`config.mk`:
```
export PLATFORM = sky130hd
export DESIGN_NAME = y_mul_div_flat
export DESIGN_NICKNAME = d
export VERILOG_FILES = /design/src/rtl/y_mul_div_if.sv /design/src/rtl/y_mul_div.sv /design/src/flat_wrapper.sv
export SDC_FILE = /design/constraint.sdc
export NUM_CORES = 1
export LEC_CHECK = 0
export ABC_AREA = 1
export BUFFER_PORTS_ARGS = -buffer_cell sky130_fd_sc_hd__buf_4
export CAP_MARGIN = 20
export CORE_MARGIN = 2
export CORE_UTILIZATION = 24
export DETAILED_ROUTE_END_ITERATION = 10
export PLACE_DENSITY = 0.38
export SLEW_MARGIN = 20
export SYNTH_ARGS = -nofsm -noshare
export SYNTH_HDL_FRONTEND = slang
export SYNTH_SLANG_ARGS = --single-unit
```
`constraint.sdc`:
```
create_clock -name clk -period 2.5 [get_ports clk]
set_input_delay 0.125 -clock clk [delete_from_list [all_inputs] [get_ports clk]]
set_output_delay 0.125 -clock clk [all_outputs]
set_load 0.005 [all_outputs]
```
`src/rtl/y_mul_div_if.sv`:
```
// Start/busy/done handshake and HI/LO result bundle for the y_mul_div unit.
interface y_mul_div_if #(
  parameter int WIDTH = 32
);
  logic             start;
  logic [1:0]       op;
  logic [WIDTH-1:0] a;
  logic [WIDTH-1:0] b;
  logic             busy;
  logic             done;
  logic [WIDTH-1:0] hi;
  logic [WIDTH-1:0] lo;
  logic             dz;

  modport master (output start, op, a, b, input busy, done, hi, lo, dz);
  modport slave  (input start, op, a, b, output busy, done, hi, lo, dz);
endinterface

```
`src/rtl/y_mul_div.sv`:
```
// Iterative MULU/MUL/DIVU/DIV unit with MIPS-style HI/LO results.
// Optional macro YMULDIV_EARLY_TERM_EN: multiplies stop after the last set multiplier bit.
module y_mul_div #(
  parameter int WIDTH = 32
) (
  input logic       clk,
  input logic       rst,
  y_mul_div_if.slave bus
);
  localparam int CW = $clog2(WIDTH + 1);
  localparam logic [CW-1:0] LAST = CW'(WIDTH - 1);

  localparam logic [1:0] IDLE = 2'd0;
  localparam logic [1:0] RUN  = 2'd1;
  localparam logic [1:0] FIX  = 2'd2;

  logic [1:0]         state;
  logic [1:0]         op_r;
  logic               neg_res;
  logic               neg_rem;
  logic               div_zero;
  logic [2*WIDTH:0]   acc;
  logic [2*WIDTH-1:0] mcand;
  logic [WIDTH-1:0]   mrem;
  logic [CW-1:0]      cnt;
  logic               done_r;
  logic [WIDTH-1:0]   hi_r;
  logic [WIDTH-1:0]   lo_r;
  logic               dz_r;

  logic               a_neg;
  logic               b_neg;
  logic [WIDTH-1:0]   a_mag;
  logic [WIDTH-1:0]   b_mag;
  logic               b_zero;
  logic [2*WIDTH:0]   mul_next;
  logic [WIDTH:0]     trial;
  logic [2*WIDTH:0]   div_next;
  logic               last_step;
  logic [2*WIDTH-1:0] prod_s;
  logic [WIDTH-1:0]   q_s;
  logic [WIDTH-1:0]   r_s;

  always_comb begin
    a_neg  = bus.op[0] & bus.a[WIDTH-1];
    b_neg  = bus.op[0] & bus.b[WIDTH-1];
    a_mag  = a_neg ? -bus.a : bus.a;
    b_mag  = b_neg ? -bus.b : bus.b;
    b_zero = (bus.b == '0);

    mul_next = acc + {1'b0, (mrem[0] ? mcand : {(2*WIDTH){1'b0}})};

    // Restoring step: a borrow out of the trial subtract means keep the old remainder.
    trial    = acc[2*WIDTH-1:WIDTH-1] - {1'b0, mcand[WIDTH-1:0]};
    div_next = trial[WIDTH] ? {acc[2*WIDTH-1:0], 1'b0}
                            : {trial, acc[WIDTH-2:0], 1'b1};

`ifdef YMULDIV_EARLY_TERM_EN
    last_step = (cnt == LAST) || (!op_r[1] && (mrem[WIDTH-1:1] == '0));
`else
    last_step = (cnt == LAST);
`endif

    prod_s = neg_res ? -acc[2*WIDTH-1:0] : acc[2*WIDTH-1:0];
    q_s    = neg_res ? -acc[WIDTH-1:0] : acc[WIDTH-1:0];
    r_s    = neg_rem ? -acc[2*WIDTH-1:WIDTH] : acc[2*WIDTH-1:WIDTH];
  end

  always_ff @(posedge clk) begin
    if (rst) begin
      state    <= IDLE;
      op_r     <= '0;
      neg_res  <= 1'b0;
      neg_rem  <= 1'b0;
      div_zero <= 1'b0;
      acc      <= '0;
      mcand    <= '0;
      mrem     <= '0;
      cnt      <= '0;
      done_r   <= 1'b0;
      hi_r     <= '0;
      lo_r     <= '0;
      dz_r     <= 1'b0;
    end else begin
      done_r <= 1'b0;
      case (state)
        IDLE: begin
          if (bus.start) begin
            op_r     <= bus.op;
            neg_res  <= a_neg ^ b_neg;
            neg_rem  <= a_neg;
            cnt      <= '0;
            mrem     <= b_mag;
            div_zero <= bus.op[1] & b_zero;
            if (bus.op[1]) begin
              mcand <= {{WIDTH{1'b0}}, b_mag};
              // A zero divisor skips RUN; the raw dividend is parked where FIX reads hi.
              acc   <= b_zero ? {1'b0, bus.a, {WIDTH{1'b0}}} : {{(WIDTH+1){1'b0}}, a_mag};
              state <= b_zero ? FIX : RUN;
            end else begin
              mcand <= {{WIDTH{1'b0}}, a_mag};
              acc   <= '0;
`ifdef YMULDIV_EARLY_TERM_EN
              state <= b_zero ? FIX : RUN;
`else
              state <= RUN;
`endif
            end
          end
        end
        RUN: begin
          acc   <= op_r[1] ? div_next : mul_next;
          mcand <= op_r[1] ? mcand : {mcand[2*WIDTH-2:0], 1'b0};
          mrem  <= {1'b0, mrem[WIDTH-1:1]};
          cnt   <= cnt + 1'b1;
          if (last_step) state <= FIX;
        end
        FIX: begin
          done_r <= 1'b1;
          state  <= IDLE;
          if (div_zero) begin
            hi_r <= acc[2*WIDTH-1:WIDTH];
            lo_r <= '1;
            dz_r <= 1'b1;
          end else if (op_r[1]) begin
            hi_r <= r_s;
            lo_r <= q_s;
            dz_r <= 1'b0;
          end else begin
            hi_r <= prod_s[2*WIDTH-1:WIDTH];
            lo_r <= prod_s[WIDTH-1:0];
            dz_r <= 1'b0;
          end
        end
        default: state <= IDLE;
      endcase
    end
  end

  assign bus.busy = (state != IDLE);
  assign bus.done = done_r;
  assign bus.hi   = hi_r;
  assign bus.lo   = lo_r;
  assign bus.dz   = dz_r;
endmodule
```
`src/flat_wrapper.sv`:
```
// flat-port wrapper written by rule: the top's interface ports become plain ports
module y_mul_div_flat 
#(
  parameter int WIDTH = 32
)
  (clk, rst, bus_start, bus_op, bus_a, bus_b, bus_busy, bus_done, bus_hi, bus_lo, bus_dz);
  y_mul_div_if #(.WIDTH(WIDTH)) bus_i ();
  input logic clk;
  input logic rst;
  input wire logic [$bits(bus_i.start)-1:0] bus_start;
  input wire logic [$bits(bus_i.op)-1:0] bus_op;
  input wire logic [$bits(bus_i.a)-1:0] bus_a;
  input wire logic [$bits(bus_i.b)-1:0] bus_b;
  output wire logic [$bits(bus_i.busy)-1:0] bus_busy;
  output wire logic [$bits(bus_i.done)-1:0] bus_done;
  output wire logic [$bits(bus_i.hi)-1:0] bus_hi;
  output wire logic [$bits(bus_i.lo)-1:0] bus_lo;
  output wire logic [$bits(bus_i.dz)-1:0] bus_dz;
  assign bus_i.start = bus_start;
  assign bus_i.op = bus_op;
  assign bus_i.a = bus_a;
  assign bus_i.b = bus_b;
  assign bus_busy = bus_i.busy;
  assign bus_done = bus_i.done;
  assign bus_hi = bus_i.hi;
  assign bus_lo = bus_i.lo;
  assign bus_dz = bus_i.dz;
  y_mul_div #(.WIDTH(WIDTH)) u_core (.clk(clk), .rst(rst), .bus(bus_i));
endmodule
```
==> results.cfg, run 1 <==
[routing]
top_layer_used = met4
antenna_left = 0
first_pass_iters = 6
routed_wl_mm = 136
vias_per_cell = 4.76
drtIter0Drc = 2287
drt-met1-wl_mm = 62.7
wl_per_cell_um = 21.6
drc = 0
dr_wl_met2_mm = 61.8
vias = 30030
met3WireLength_mm = 6.68

[timing]
slew_headroom = 0.397
hold_ws_ns = 0.00332
tightest_slew_ns = 0.894
period_minus_slack_ns = 2.82
fin_tns_setup_ns = -7.37
finClkSkew_ns = 0.0328
slew_violations = 0
fmax_mhz = 355
finalSetupViolations = 43
rsz0062_at_grt = true
hold_violations = 0
final.period_utilization = 1.13
worst_slack_ns = -0.316

[placed_design]
gp_congestion = 0.967
io_buffer_count = 135
dp_hpwl_mm = 112
pre_cts_ws_ns = -0.736
placed_cell_area_sq_um = 31200
placed_cells = 6174

[grt]
grt_usage = 0.264
antenna_found_initial = 6
overflow = 0
grt_pass1_vias = 28739
grt_max_degree = 102
grt_pass1_wl_mm = 195

[worst_setup_path]
worstSetupPathType = register to register
worstPathArrival_ns = 3.28
critPathRequiredTime_ns = 2.96
critPathLaunchType = register
crit_fanout = 7
rr_worst_depth = 19
reg2reg_slack_ns = -0.32
crit_path_end_kind = register

[run]
drv_cap = 0

[clock_network]
cts-htree-levels = 2
cts_sinks = 238
cts_tree = yes
clock_latency_ns = 0.59
clockBufferDepth = 3
clk_pin_slew_worst_paths_ns = 0.06
cts-root-buf = clkbuf_16
cts_made_buffers = 36

[synthesis]
ys_seq_elements = 238
synth_cell_types = 61
yosys_warnings = 0
postSynthAreaPerCell_sq_um = 5.61
netlist_area_sq_um = 23500
yosys.area.top_type = nand2_1
synthCells = 4197
synth_top_area_share = 0.203
synthTopCellsByArea = nand2_1 (20%), dfxtp_1 (20%), inv_1 (11%)
syn-num-nets = 4368
ys_seq_area_frac = 0.202

[cells_and_area]
instances_no_fill = 6310
area_growth_pct = 55.1
utilization = 0.376
layout-drive-gt1-share = 0.335
final_area_sq_um = 36500
nNetsFinal = 5176

[pwr]
power_leakage_nw = 18.5
ir_drop_mv = 0.505
p_total_mw = 20.7
power_density_nw_per_um2 = 566

[floorplan]
num_rows = 114
ioPinCount = 136
initial_core_util = 0.243
coreArea_sq_um = 97000
die_x_um = 317
die_y_um = 317
die_area_sq_um = 101000

[worst_hold_path]
hold_path_depth = 3
hp-class = input pin to register

[status]
status = complete, but fails checks
violations = setup timing
-- layer usage --
metal,global-route usage,vias up
li1,-,14963
met1,0.358,14101
met2,0.435,798
met3,0.0273,168
met4,0.0871,0
met5,0,-
-- sequential cells by signal (all words and copies together) (netlist names) --
signal,count
u_core.cnt,6
u_core.state,2
u_core.bus.hi,32
u_core.neg_res,1
u_core.mcand,64
u_core.acc,64
u_core.bus.done,1
u_core.op_r,1
u_core.neg_rem,1
u_core.mrem,32
u_core.bus.lo,32
u_core.div_zero,1
u_core.bus.dz,1
-- worst max-delay path, cell delays in order (launching register included) --
cell     delay [ns]
dfxtp_4        0.42
buf_12         0.18
buf_12         0.15
buf_12         0.14
nand2_2        0.06
inv_2          0.04
ha_4           0.29
nand2_4        0.05
buf_6          0.12
nor2_4         0.12
buf_6          0.12
nand2_4        0.07
nor4_4         0.29
nand2_1        0.13
nand2_1        0.08
nand2_1        0.06
nand3_2        0.11
nand3_2        0.09
nand2_1        0.08
inv_1          0.04
-- cell usage after synthesis, drive strengths merged --
library cell / n
clkinv: 5
o221ai: 24
nand2b: 1
o21ai: 250
o2111ai: 4
nand3b: 24
a22oi: 1
o221a: 1
o311ai: 1
dfxtp: 238
fa: 2
xnor2: 10
o22ai: 9
nor3b: 6
and2: 5
o21a: 2
or2: 14
nor2: 419
xor2: 126
a211oi: 1
o31ai: 3
a31oi: 35
a21oi: 367
a21o: 2
clkbuf: 101
ha: 100
nand4: 41
inv: 701
and3: 2
a22o: 2
a2bb2oi: 1
nand2: 1291
nor3: 44
or4: 1
nand3: 250
buf: 43
o21bai: 16
a221oi: 3
nor4: 11
o211ai: 40
-- kinds of logic after synthesis --
logic type               Yosys count  synth area share
AND/OR/NAND/NOR                 2109             0.372
buffers and inverters            850             0.140
AO/OA/AOI/OAI                    762             0.180
flip-flops                       238             0.202
XOR/XNOR                         136            0.0506
adder cells (fa/ha/maj)          102            0.0549
-- cell type report --
cell class	instances	area, sq um
Antenna cell	4	10.0
Clock buffer	46	1010
Clock inverter	17	228
Fill cell	10796	60500
Inverter	706	2660
Multi-Input combinational cell	3110	18700
Sequential cell	238	4780
Tap cell	1276	1600
Timing Repair Buffer	913	7560
-- power breakdown --
part           total [mW]  switching, mW  internal, mW
Sequential           4.44          0.325          4.12
Combinational        10.7           6.42          4.31
Clock                5.50           2.21          3.29
Total                20.7           8.96          11.7
-- cells in the final DEF, fill, tap and decap left out, drive strengths merged, types with 24 or more instances in the layout --
cell type / netlist / routed
a21oi: 367 / 367
a31oi: 35 / 35
buf: 43 / 889
clkbuf: 101 / 46
dfxtp: 238 / 238
dlygate4sd3: 0 / 24
ha: 100 / 100
inv: 701 / 705
nand2: 1291 / 1292
nand3: 250 / 250
nand3b: 24 / 24
nand4: 41 / 41
nor2: 419 / 419
nor3: 44 / 44
o211ai: 40 / 40
o21ai: 250 / 250
o221ai: 24 / 24
xor2: 126 / 126
-- path summary, 6_finish.rpt --
| path | startpoint | end |
|---|---|---|
| setup / recovery | u_core.mrem[0] | u_core.acc[61] |
| hold / removal | bus_a[20] | u_core.acc[52] |
| setup reg to reg | u_core.mrem[0] | u_core.acc[61] |
| hold reg to reg | u_core.mrem[10] | u_core.mrem[10] |
-- repair_timing --
item | CTS | global route
gates cloned | 6 | 0
resized for setup | 475 | 409
hold buffers | 24 | 0
pin swaps | 119 | 157
buffers inserted | 26 | 15
endpoints found under the hold margin | 24 | 0
endpoints found under the setup margin | 64 | 81
(Power assumes the default switching activity.)
==> run 2, diff against run 1 <==
--- a/config.mk
+++ b/config.mk
@@ -5,13 +5,12 @@
 export SDC_FILE = /design/constraint.sdc
 export NUM_CORES = 1
 export LEC_CHECK = 0
-export ABC_AREA = 1
 export BUFFER_PORTS_ARGS = -buffer_cell sky130_fd_sc_hd__buf_4
 export CAP_MARGIN = 20
 export CORE_MARGIN = 2
-export CORE_UTILIZATION = 24
+export CORE_UTILIZATION = 50
 export DETAILED_ROUTE_END_ITERATION = 10
-export PLACE_DENSITY = 0.38
+export PLACE_DENSITY = 0.66
 export SLEW_MARGIN = 20
 export SYNTH_ARGS = -nofsm -noshare
 export SYNTH_HDL_FRONTEND = slang
==> constraint.sdc (replaced) <==
create_clock -name clk -period 2.7 [get_ports clk]
set_input_delay 0.135 -clock clk [delete_from_list [all_inputs] [get_ports clk]]
set_output_delay 0.135 -clock clk [all_outputs]
set_load 0.005 [all_outputs]
==> run 2 against run 1 <==
  * The run still ends with setup timing left
  * Power shrank 15%
  * Worst setup slack lost 0.40 ns
  * Non-clock buffer count shrank 98
  * Critical path depth shrank 3
  * Synthesized cell count shrank 35%
  * Via count shrank 18%
  * Area after synthesis shrank 16%
  * Clock power shrank 28%
  * Combinational power shrank 13%
  * Fmax shrank 18%
  * Critical path type unchanged
  * Critical endpoint is now u_core.acc[36]
==> results.cfg, run 2 <==
[worst_setup_path]
crit_fanout = 16
crit_chain = buf_16 > and2_4 > ha_4 > fa_2 > a21oi_2 > o22ai_2 > o31ai_4 > buf_6 > o31ai_4 > a311oi_1 > buf_4 > o21bai_2 > a21oi_1 > o21bai_1 > or3_1 > a211oi_2
cpMostUsedCell = o31ai_4
critPathRequiredTime_ns = 3.19
critPathLaunchType = register
crit_path_end_kind = register
worstSetupPathType = register to register
crit_path_top_delay_cell = dfxtp_4
worstPathArrival_ns = 3.91
rr_worst_depth = 16
cpPeakStageDelay_ns = 0.39

[clock_network]
clk_pin_slew_worst_paths_ns = 0.06
cts_sinks = 238
cts_made_buffers = 30
clock_latency_ns = 0.60
cts-root-buf = clkbuf_16
clockBufferDepth = 3
cts-htree-levels = 1
cts_tree = yes

[synthesis]
yosys_warnings = 0
yosys-top-cells-count = nor2_1 (361), a21oi_1 (266), dfxtp_1 (238)
synth_top_area_share = 0.242
ys_seq_elements = 238
yosysMostFrequentCell = nor2_1
postSynthAreaPerCell_sq_um = 7.27
synth_flop_cell = dfxtp_1
yosys.area.top_type = dfxtp_1
ys_seq_area_frac = 0.242
synthCells = 2708
synthTopCellsByArea = dfxtp_1 (24%), nor2_1 (6.9%), a21oi_1 (6.8%)
syn-num-nets = 2879
synth_cell_types = 84
synthArstFlopShare = 0
synth_edf_count = 0
netlist_area_sq_um = 19700

[timing]
finClkSkew_ns = 0.0395
hold_violations = 0
rsz0062_at_grt = true
hold_ws_ns = 0.0263
fmax_mhz = 292
period_minus_slack_ns = 3.42
tightest_slew_ns = 0.953
slew_headroom = 0.364
finalSetupViolations = 79
final.period_utilization = 1.27
fin_tns_setup_ns = -30.02
slew_violations = 0
worst_slack_ns = -0.720

[pwr]
seq_power_share = 0.243
power_leakage_nw = 12.0
power_density_nw_per_um2 = 598
p_switching_mw = 6.98
p_total_mw = 17.5
swShare = 0.398
p_comb_frac = 0.533
p_int_mw = 10.6
ir_drop_mv = 0.600
clkPwrFrac = 0.225

[cells_and_area]
antenna_cells = 0
final_cell_mix = buf_4 (740), nor2_1 (344), dfxtp_1 (205), a21oi_1 (195), nand2_1 (177)
area_growth_pct = 48.8
largestRegisters = u_core.acc x64, u_core.mcand x64
layout-drive-gt1-share = 0.376
final_common_cell = buf_4
utilization = 0.756
nNetsFinal = 3532
fillCellCount = 2948

[routing]
met3WireLength_mm = 8.92
vias_per_cell = 6.30
dr_wl_met2_mm = 39.2
top_layer_used = met5
first_pass_iters = 6
drc = 0
routed_wl_mm = 89.2
drt-met1-wl_mm = 36.0
wl_per_cell_um = 22.9
antenna_left = 0
vias = 24576
drtIter0Drc = 2637

[grt]
overflow = 0
antenna_found_initial = 2
grt_pass1_vias = 23200
grt_max_degree = 101
grt_pass1_wl_mm = 133
grt_usage = 0.414

[floorplan]
coreArea_sq_um = 38700
initial_core_util = 0.509
die_area_sq_um = 41000
num_rows = 72
die_y_um = 202
ioPinCount = 136
die_x_um = 202

[worst_hold_path]
hold_path_depth = 5
hp-class = input pin to register

[status]
status = complete, but fails checks
violations = setup timing

[placed_design]
dp_hpwl_mm = 65.9
pre_cts_ws_ns = -0.716
gp_congestion = 1.05
io_buffer_count = 135

[run]
drv_cap = 0
==> run 2: changes by cell type after synthesis, moves of 39 or more <==
cell,change
nor2_1,-45
a211oi_1,+121
nand2_1,-1080
a21oi_1,-91
inv_1,-595
xnor2_1,+109
mux2i_1,+39
clkbuf_1,+66
and2_1,+73
xor2_1,-49
a22oi_1,+43
o21ai_0,-78
nand3_1,-204
==> run 2: worst max-delay path, delay by kind of cell, from the launching register on <==
family | cells | cell delay, ns
AO/OA/AOI/OAI | 9 | 1.35
adder cells (fa/ha/maj) | 2 | 0.54
buffers and inverters | 3 | 0.52
flip-flops | 1 | 0.39
AND/OR/NAND/NOR | 2 | 0.51
==> run 2: per-layer routing <==
layer,up-vias,global-route usage
met5,-,0
met4,2,0.194
met3,320,0.0783
met2,1456,0.652
met1,11649,0.546
li1,11149,-
==> run 2: logic make-up after synthesis <==
logic type,synth area share
flops,0.242
buf+inv,0.0639
mux,0.0232
compound gates,0.291
xor+xnor,0.0871
simple gates,0.227
fa+ha+maj,0.0655
==> run 2: final timing paths <==
kind,end,from,slack (ns)
worst max-delay path,u_core.acc[36],u_core.mrem[0],-0.72
worst min-delay path,u_core.acc[54],bus_a[22],0.03
worst max register to register,u_core.acc[36],u_core.mrem[0],-0.72
worst min register to register,u_core.mrem[12],u_core.mrem[12],0.46
==> run 2: cell type report <==
class                      count  area [sq um]  share of cell area
clock inverter                10           114             0.00389
tap                          518           648              0.0221
clock buffer                  43           810              0.0276
timing repair buffer         815          6540               0.223
multi-input combinational   2181         16000               0.546
inverter                      95           362              0.0123
sequential                   238          4830               0.165
==> run 2: through the flow <==
| stage | cells | instance area (sq um) |
|---|---|---|
| floorplan | 2708 | 20100 |
| global placement | 3765 | 25400 |
| detailed placement | 3765 | 25400 |
| CTS | 3872 | 28100 |
| global route | 3900 | 29300 |
| finish | 3900 | 29300 |
==> run 2: power by group through the flow <==
stage / registers, mW / logic [mW] / clock network [mW]
after floorplan: 4.21 / 4.37 / 0
after global placement: 4.23 / 7.50 / 0
after detailed placement: 4.25 / 7.64 / 0
after CTS: 4.21 / 8.55 / 3.95
after global routing: 4.27 / 9.88 / 4.05
final: 4.26 / 9.34 / 3.94
==> run 2: repair_timing <==
item                                    CTS  global route
gates cloned                              2             1
setup buffers                            49            31
pin swaps                                89           119
hold buffers                              6             0
hold endpoints to repair                  7             0
gates resized for setup                 284           204
endpoints found under the setup margin   87           121
